$ cat config.mk
export PLATFORM = sky130hd
export DESIGN_NAME = fsm_seq_driver
export DESIGN_NICKNAME = d
export VERILOG_FILES = /design/src/rtl/fsm_seq_driver_pkg.sv /design/src/rtl/fsm_seq_core.sv /design/src/rtl/fsm_seq_driver.sv
export SDC_FILE = /design/constraint.sdc
export NUM_CORES = 1
export LEC_CHECK = 0
export ABC_AREA = 1
export CORE_MARGIN = 5
export CORE_UTILIZATION = 40
export CTS_BUF_LIST = sky130_fd_sc_hd__clkbuf_8
export DETAILED_ROUTE_END_ITERATION = 8
export PLACE_DENSITY = 0.72
export RECOVER_POWER = 25
export SYNTH_ARGS = -nofsm -noshare
export SYNTH_HDL_FRONTEND = slang
export SYNTH_SLANG_ARGS = --single-unit
$ cat constraint.sdc
create_clock -name clk -period 2.39 [get_ports clk]
set_input_delay 0.3585 -clock clk [delete_from_list [all_inputs] [get_ports clk]]
set_output_delay 0.3585 -clock clk [all_outputs]
set_load 0.005 [all_outputs]
$ cat src/rtl/fsm_seq_driver_pkg.sv
// rtl/fsm_seq_driver_pkg.sv - shared encodings and Moore output lookup for the sequence driver
package fsm_seq_driver_pkg;

    typedef enum logic [1:0] {
        S_A = 2'b00,
        S_B = 2'b01,
        S_C = 2'b10,
        S_D = 2'b11
    } core_state_t;

    typedef enum logic [1:0] {
        IDLE = 2'b00,
        LOAD = 2'b01,
        RUN  = 2'b10,
        DONE = 2'b11
    } ctl_state_t;

    function automatic logic core_y(input core_state_t s);
        return (s == S_B) || (s == S_C);
    endfunction

endpackage

$ cat src/rtl/fsm_seq_core.sv
// rtl/fsm_seq_core.sv - 4-state Moore core with step enable and synchronous load-to-A
module fsm_seq_core
    import fsm_seq_driver_pkg::*;
(
    input  logic       clk,
    input  logic       reset,
    input  logic       en,
    input  logic       load,
    input  logic       x,
    output logic [1:0] state,
    output logic       step_y,
    output logic       step_is_d
);

    core_state_t state_q, state_d, step_s;

    always_comb begin
        step_s = state_q;
        case (state_q)
            S_A: step_s = x ? S_C : S_B;
            S_B: step_s = x ? S_D : S_C;
            S_C: step_s = x ? S_D : S_B;
            S_D: step_s = x ? S_A : S_C;
            default: step_s = S_A;
        endcase
        state_d = state_q;
        if (load)
            state_d = S_A;
        else if (en)
            state_d = step_s;
    end

    always_ff @(posedge clk or negedge reset) begin
        if (!reset)
            state_q <= S_A;
        else
            state_q <= state_d;
    end

    // The driver records the state the core is about to enter, so expose it pre-edge.
    assign state     = state_q;
    assign step_y    = core_y(step_s);
    assign step_is_d = (step_s == S_D);

endmodule

$ cat src/rtl/fsm_seq_driver.sv
// rtl/fsm_seq_driver.sv - start/busy/done stimulus and trace engine around the Moore core
module fsm_seq_driver
    import fsm_seq_driver_pkg::*;
#(
    parameter int LEN = 8,
    parameter int CW  = 4
) (
    input  logic           clk,
    input  logic           reset,
    input  logic           start,
    input  logic           abort,
    input  logic [LEN-1:0] pat_in,
    input  logic [CW-1:0]  pat_len,
    output logic           busy,
    output logic           done,
    output logic           err,
    output logic           x_out,
    output logic [1:0]     state_out,
    output logic [LEN-1:0] y_trace,
    output logic [CW-1:0]  visit_d
);

    ctl_state_t     ctl_q, ctl_d;
    logic [LEN-1:0] pat_q;
    logic [LEN-1:0] trace_d;
    logic [CW-1:0]  len_q, idx_q, idx_d;
    logic           len_ok, load_go, step, last_step;
    logic           step_y, step_is_d, x_d;

    assign len_ok    = (pat_len != '0) && (pat_len <= CW'(LEN));
    assign load_go   = (ctl_q == IDLE) && start && len_ok;
    assign step      = (ctl_q == RUN) && !abort;
    assign last_step = (idx_q == len_q - CW'(1));

    always_comb begin
        ctl_d = ctl_q;
        case (ctl_q)
            IDLE: if (load_go) ctl_d = LOAD;
            LOAD: ctl_d = abort ? IDLE : RUN;
            RUN:  if (abort) ctl_d = IDLE;
                  else if (last_step) ctl_d = DONE;
            DONE: ctl_d = IDLE;
            default: ctl_d = IDLE;
        endcase

        idx_d = idx_q;
        if (load_go)
            idx_d = '0;
        else if (step)
            idx_d = idx_q + CW'(1);

        // x_out is registered, so select the bit for the step that will run next cycle.
        x_d = 1'b0;
        for (int i = 0; i < LEN; i++)
            if (ctl_d == RUN && CW'(i) == idx_d)
                x_d = pat_q[i];

        trace_d = y_trace;
        for (int i = 0; i < LEN; i++)
            if (CW'(i) == idx_q)
                trace_d[i] = step_y;
    end

    fsm_seq_core u_core (
        .clk       (clk),
        .reset     (reset),
        .en        (step),
        .load      (load_go),
        .x         (x_out),
        .state     (state_out),
        .step_y    (step_y),
        .step_is_d (step_is_d)
    );

    always_ff @(posedge clk or negedge reset) begin
        if (!reset) begin
            ctl_q   <= IDLE;
            idx_q   <= '0;
            pat_q   <= '0;
            len_q   <= '0;
            busy    <= 1'b0;
            done    <= 1'b0;
            err     <= 1'b0;
            x_out   <= 1'b0;
            y_trace <= '0;
            visit_d <= '0;
        end else begin
            ctl_q <= ctl_d;
            idx_q <= idx_d;
            busy  <= (ctl_d == LOAD) || (ctl_d == RUN);
            done  <= (ctl_d == DONE);
            err   <= (ctl_q == IDLE) && start && !len_ok;
            x_out <= x_d;
            if (load_go) begin
                pat_q   <= pat_in;
                len_q   <= pat_len;
                y_trace <= '0;
                visit_d <= '0;
            end else if (step) begin
                y_trace <= trace_d;
                if (step_is_d)
                    visit_d <= visit_d + CW'(1);
            end
        end
    end

endmodule

* After elaboration in Yosys (flattened, before gate mapping) *
Index checks and enable logic that the tools add are counted.

word-level totals
  register bits after elaboration = 36
  input bits = 16
  logic and storage cells = 125

cells by class
  add/sub/neg operators = 3
  magnitude comparators = 1
  equal/unequal tests = 27
  muxes and demuxes = 35
  reductions and logical operators = 41

operators with widths
  kind                                                   count
  equality test 3 x 4 -> 1 bit, first input constant     8
  two-way mux 4 bit                                      5
  nonzero test 2 bit                                     10
  two-way mux 2 bit                                      9
  AND reduction 2 bit                                    9
  two-way mux 1 bit                                      17
  equality test 2 bit, second input constant             8
  equality test 2 x 4 -> 1 bit, first input constant     4
  two-way mux 8 bit                                      2
  one-hot mux 2 bit (4 select lines)                     2
  logical AND 1 bit                                      13
  adder 4 x 1 -> 4 bit, second input constant            2
  equality test 1 x 4 -> 1 bit, first input constant     2
  equality test 2 x 1 -> 1 bit, second input constant    4
  zero test 4 bit                                        2
  equality test 4 bit                                    1
  less-or-equal comparator 4 bit, second input constant  1
  zero test 2 bit                                        2
  nonzero test 4 bit                                     1
  subtractor 4 x 1 -> 4 bit, second input constant       1
  zero test 1 bit                                        2
  logical OR 1 bit                                       2

* Longest topological paths before layout *
  depth after elaboration = 15
  mapped depth = 13
  mapped depth without buffers = 12

* Hierarchy *
From an unflattened synthesis, not the netlist that was laid out.

second synthesis, totals
  cells, all modules = 235
  area, all modules = 1961.9 um2

by module, submodules not included
  module          times used  cells each  area an instance (um2)
  fsm_seq_driver  1           212         1815.5
  fsm_seq_core    1           23          146.4

* Worst setup path before layout *
OpenSTA, ideal clock, no wires.

  kind = register -> register
  start = register ctl_q[1]
  end = register x_out
  data arrival time = 1656 ps
  data required time = 2266 ps
  setup slack = 610 ps
  stages on the path, launching flop included = 12
  buffers on the path = 2
  clock period less this slack = 1780 ps
  cells stage by stage = dfrtp_1 -> nor3_2 -> nand3_2 -> buf_6 -> buf_2 -> nand2_1 -> inv_1 -> ha_1 -> o21ai_2 -> nor2_1 -> nand2_1 -> nand3_1

on the way
  word-level cells in the longest chain between the ends = 15
  elaborated cells between the ends (all ways) = 38

ends and longest elaborated chain
  item                                  line                                        text
  from (decl)                           fsm_seq_driver.sv:23                        ctl_state_t ctl_q, ctl_d;
  from (signal assigned)                fsm_seq_driver.sv:88                        ctl_q <= ctl_d;
  zero test 2 bit                       fsm_seq_driver.sv:31, fsm_seq_driver.sv:37
  logical AND 1 bit (2 in a row)        fsm_seq_driver.sv:31                        assign load_go = (ctl_q == IDLE) && start && len_ok;
  two-way mux 2 bit                     fsm_seq_driver.sv:38                        IDLE: if (load_go) ctl_d = LOAD;
  one-hot mux 2 bit (4 select lines) *  fsm_seq_driver.sv:37                        case (ctl_q)
  net ctl_d[0]                          fsm_seq_driver.sv:23
  equality test 2 bit *                 fsm_seq_driver.sv:55                        if (ctl_d == RUN && CW'(i) == idx_d)
  logical AND 1 bit                     fsm_seq_driver.sv:55
  two-way mux 1 bit (7 in a row)        fsm_seq_driver.sv:55
  two-way mux 1 bit *                   fsm_seq_driver.sv:55
  net x_d                               fsm_seq_driver.sv:28                        logic step_y, step_is_d, x_d;
  to (signal assigned)                  fsm_seq_driver.sv:84                        x_out <= 1'b0;
  to (signal assigned)                  fsm_seq_driver.sv:93                        x_out <= x_d;
  to (decl)                             fsm_seq_driver.sv:17                        output logic x_out,

The timed path passes the listed nets; every way through them passes the cells marked *.
A chain may end at the register's enable or synchronous reset.

* Final worst setup path *
  start = register len_q[0]
  end = register x_out

on the way
  word-level cells in the longest chain between the ends = 15
  elaborated cells between the ends (all ways) = 22

ends and longest elaborated chain
  item                                  line                  text
  from (decl)                           fsm_seq_driver.sv:26  logic [CW-1:0] len_q, idx_q, idx_d;
  from (signal assigned)                fsm_seq_driver.sv:96  len_q <= pat_len;
  subtractor 4 x 1 -> 4 bit *           fsm_seq_driver.sv:33  assign last_step = (idx_q == len_q - CW'(1));
  equality test 4 bit *                 fsm_seq_driver.sv:33
  two-way mux 2 bit *                   fsm_seq_driver.sv:41  else if (last_step) ctl_d = DONE;
  two-way mux 2 bit *                   fsm_seq_driver.sv:40  RUN: if (abort) ctl_d = IDLE;
  one-hot mux 2 bit (4 select lines) *  fsm_seq_driver.sv:37
  net ctl_d[0]                          fsm_seq_driver.sv:23
  equality test 2 bit *                 fsm_seq_driver.sv:55
  logical AND 1 bit                     fsm_seq_driver.sv:55
  two-way mux 1 bit (7 in a row)        fsm_seq_driver.sv:55
  two-way mux 1 bit *                   fsm_seq_driver.sv:55
  net x_d                               fsm_seq_driver.sv:28

Marked as above.

==> results.cfg <==
[power_and_ir_drop]
p_sw_uw = 558.1
vdd_drop_max_v = 0.0003934
seqPwrFrac = 0.427
internal-power_uw = 1223
clock_power_share = 0.302
power_density_mw_per_mm2 = 721.6
p_comb_frac = 0.271
swShare = 0.3133
p_leak_uw = 0.001193

[synthesis]
yosysWarnings = 0
yosys_register_bits = 36
synth_area_per_cell_um2 = 8.465
yosysMostFrequentCell = nand2_1
netlist_top_cells_count = nand2_1 (44), dfrtp_1 (36), inv_1 (32)
synthTopCellsByArea = dfrtp_1 (46%), nand2_1 (8.5%), inv_1 (6.2%)
yosysTopAreaCell = dfrtp_1
synth_ff_type = dfrtp_1
synth_seq_area_share = 0.4627
syn_inst = 230
synth_fp_nets = 255
synth_top_area_share = 0.4627
ys_async_sr_fraction = 1.000
synth_enable_flop_cells = 0
ys_types = 34
synth_area_mm2 = 0.001947

[timing]
tightest_slew_ns = 0.8579
max_slew_margin = 0.4280
fin_setup_tns_ns = 0
rsz0062_at_grt = false
fmax_ghz = 0.5171
finalSetupViolCount = 0
finalCritPeriodShare = 0.8092
slew_violations = 0
hold_viol_final = 0
period_minus_slack_ns = 1.934
clock_skew_ns = 0.004901
fin_ws_ns = 0.4560

[critical_path]
cp_slowest_cell = dfrtp_1
crit_type = reg2reg
end_kind = flop
required_ns = 2.58
cp_cell_sequence = inv_1, ha_1, xnor2_1, nor3_1, nand4_1, nand2_1, inv_1, ha_1, o21ai_2, nor2_1, nand2_1, nand3_1
r2r_start = len_q[0]
path_buf_inv = 2
start_kind = flop
startpoint = len_q[0]
crit_fanout = 3
arrival_ns = 2.12
max_stage_delay_ns = 0.39
critical-path-top-delay-family = simple AND/OR/NAND/NOR gates

[global_route]
grt_max_degree = 37
grt_pass1_wl_um = 6624
overflow = 0
grtUsageTotal = 0.1361
antenna_found_initial = 0
grt_pass1_vias = 1488

[floorplan]
initial_core_util = 0.4122
dieArea_mm2 = 0.006362
coreArea_mm2 = 0.004723
die_w_um = 79.77
die_height_um = 79.77
rows = 25
pin_count = 34

[clock_tree]
clock_path_buffers = 2
path_clk_slew_ns = 0.07
clk_latency_ns = 0.30
cts.htree.levels = 2
cts_buffers = 5
cts_root_buf = clkbuf_8
cts_sinks = 36
cts_hold_buf = 0
cts_tree = yes
post_cts_buffers = 0
cts_resized = 0

[detailed_routing]
dr.pass1.iters = 4
vias = 1583
vias_per_cell = 4.697
antenna_left = 0
drtIter0Drc = 97
drt-total-wl_um = 3820
drc = 0
wire_per_inst_um = 11.34

[layout]
fin_area_mm2 = 0.002469
diodes = 0
drive_gt1_frac = 0.1111
layout.cells.non_filler = 337
syn_to_final_growth_pct = 26.80
nets = 294

[placed_design]
hpwl_um = 2902
dp_cells = 329
gp_congestion = 0.8046
io_buffers = 33
pre_cts_slack_ns = 0.2388
placed_area_mm2 = 0.002360

[run]
maxCapViolCount = 0

[status]
status = finished clean

[worst_hold_path]
hold_class = reg2reg
holdCritStartpoint = pat_q[0]
registers in the layout, indices dropped and copies added, names as in the netlist:
register      flops
pat_q             8
y_trace           8
idx_q             4
len_q             4
visit_d           4
ctl_q             2
u_core.state      2
busy              1
done              1
err               1
x_out             1
per-layer routing:
layer	vias up	global-route usage	wire length, µm
li1	829	-	-
met1	713	0.1655	1657
met2	32	0.2204	1874
met3	9	0.03273	184
met4	0	0.07601	104
met5	-	0	0
final timing paths:
path,slack (ns),depth (start not counted),endpoint
worst max-delay path,0.46,12,x_out
worst min-delay path,0.47,2,pat_q[0]
worst max register to register,0.46,12,x_out
worst min register to register,0.47,2,pat_q[0]
max in group asynchronous,1.16,2,visit_d[0]
min in group asynchronous,0.69,2,busy
metrics by stage:
step                hold WS [ns]  total power [µW]  utilization
finish                    0.4721              1781       0.5226
global route              0.4949              1901       0.5226
CTS                       0.4793              1804       0.5232
detailed placement        0.4592              1258       0.4996
global placement          0.4618              1246       0.4996
floorplan                0.06291              1085            -
placed cells by master (no fill, tap or decap), types with 2 or more instances in the layout:
| master | instances |
|---|---|
| nand3_1 | 12 |
| nand2_1 | 44 |
| nand2_2 | 5 |
| nand3b_1 | 2 |
| xor2_1 | 3 |
| nor3_2 | 2 |
| nand4_1 | 6 |
| a22oi_1 | 3 |
| buf_4 | 3 |
| o21ai_1 | 5 |
| a311oi_1 | 2 |
| nor3_1 | 3 |
| clkbuf_8 | 5 |
| dfrtp_1 | 36 |
| inv_2 | 3 |
| o31ai_1 | 2 |
| nor2_1 | 21 |
| xnor2_1 | 4 |
| o211ai_1 | 2 |
| nand2_4 | 2 |
| inv_1 | 32 |
| o21ai_0 | 9 |
| clkdlybuf4s50_1 | 32 |
| ha_1 | 9 |
| nand3_2 | 2 |
| a21oi_1 | 7 |
power by group through the flow:
stage / logic [µW] / registers [µW] / clock network [µW]
after floorplan: 324 / 762 / 0
after global placement: 474 / 772 / 0
after detailed placement: 484 / 774 / 0
after CTS: 488 / 762 / 553
after global routing: 548 / 773 / 580
final: 483 / 761 / 538
cell families after synthesis:
logic type               after synthesis  share of synthesized area
buffers and inverters                 41                    0.08677
XOR/XNOR                               7                    0.03149
AO/OA/AOI/OAI                         35                     0.1099
flip-flops                            36                     0.4627
AND/OR/NAND/NOR                      102                     0.2513
adder cells (fa/ha/maj)                9                    0.05784
layout make-up:
type	instances	area (µm²)
tap	67	83.83
inverter	36	137.6
clock inverter	3	42.54
timing repair buffer	37	357.8
clock buffer	5	68.82
fill	443	2255
sequential	36	900.9
multi-input combinational	153	877.1
worst min-delay path, delay by kind of cell (launching register included):
family / cells / cell delay (ns)
flops: 1 / 0.34
simple gates: 2 / 0.10
Power figures use the tool's default switching activity.
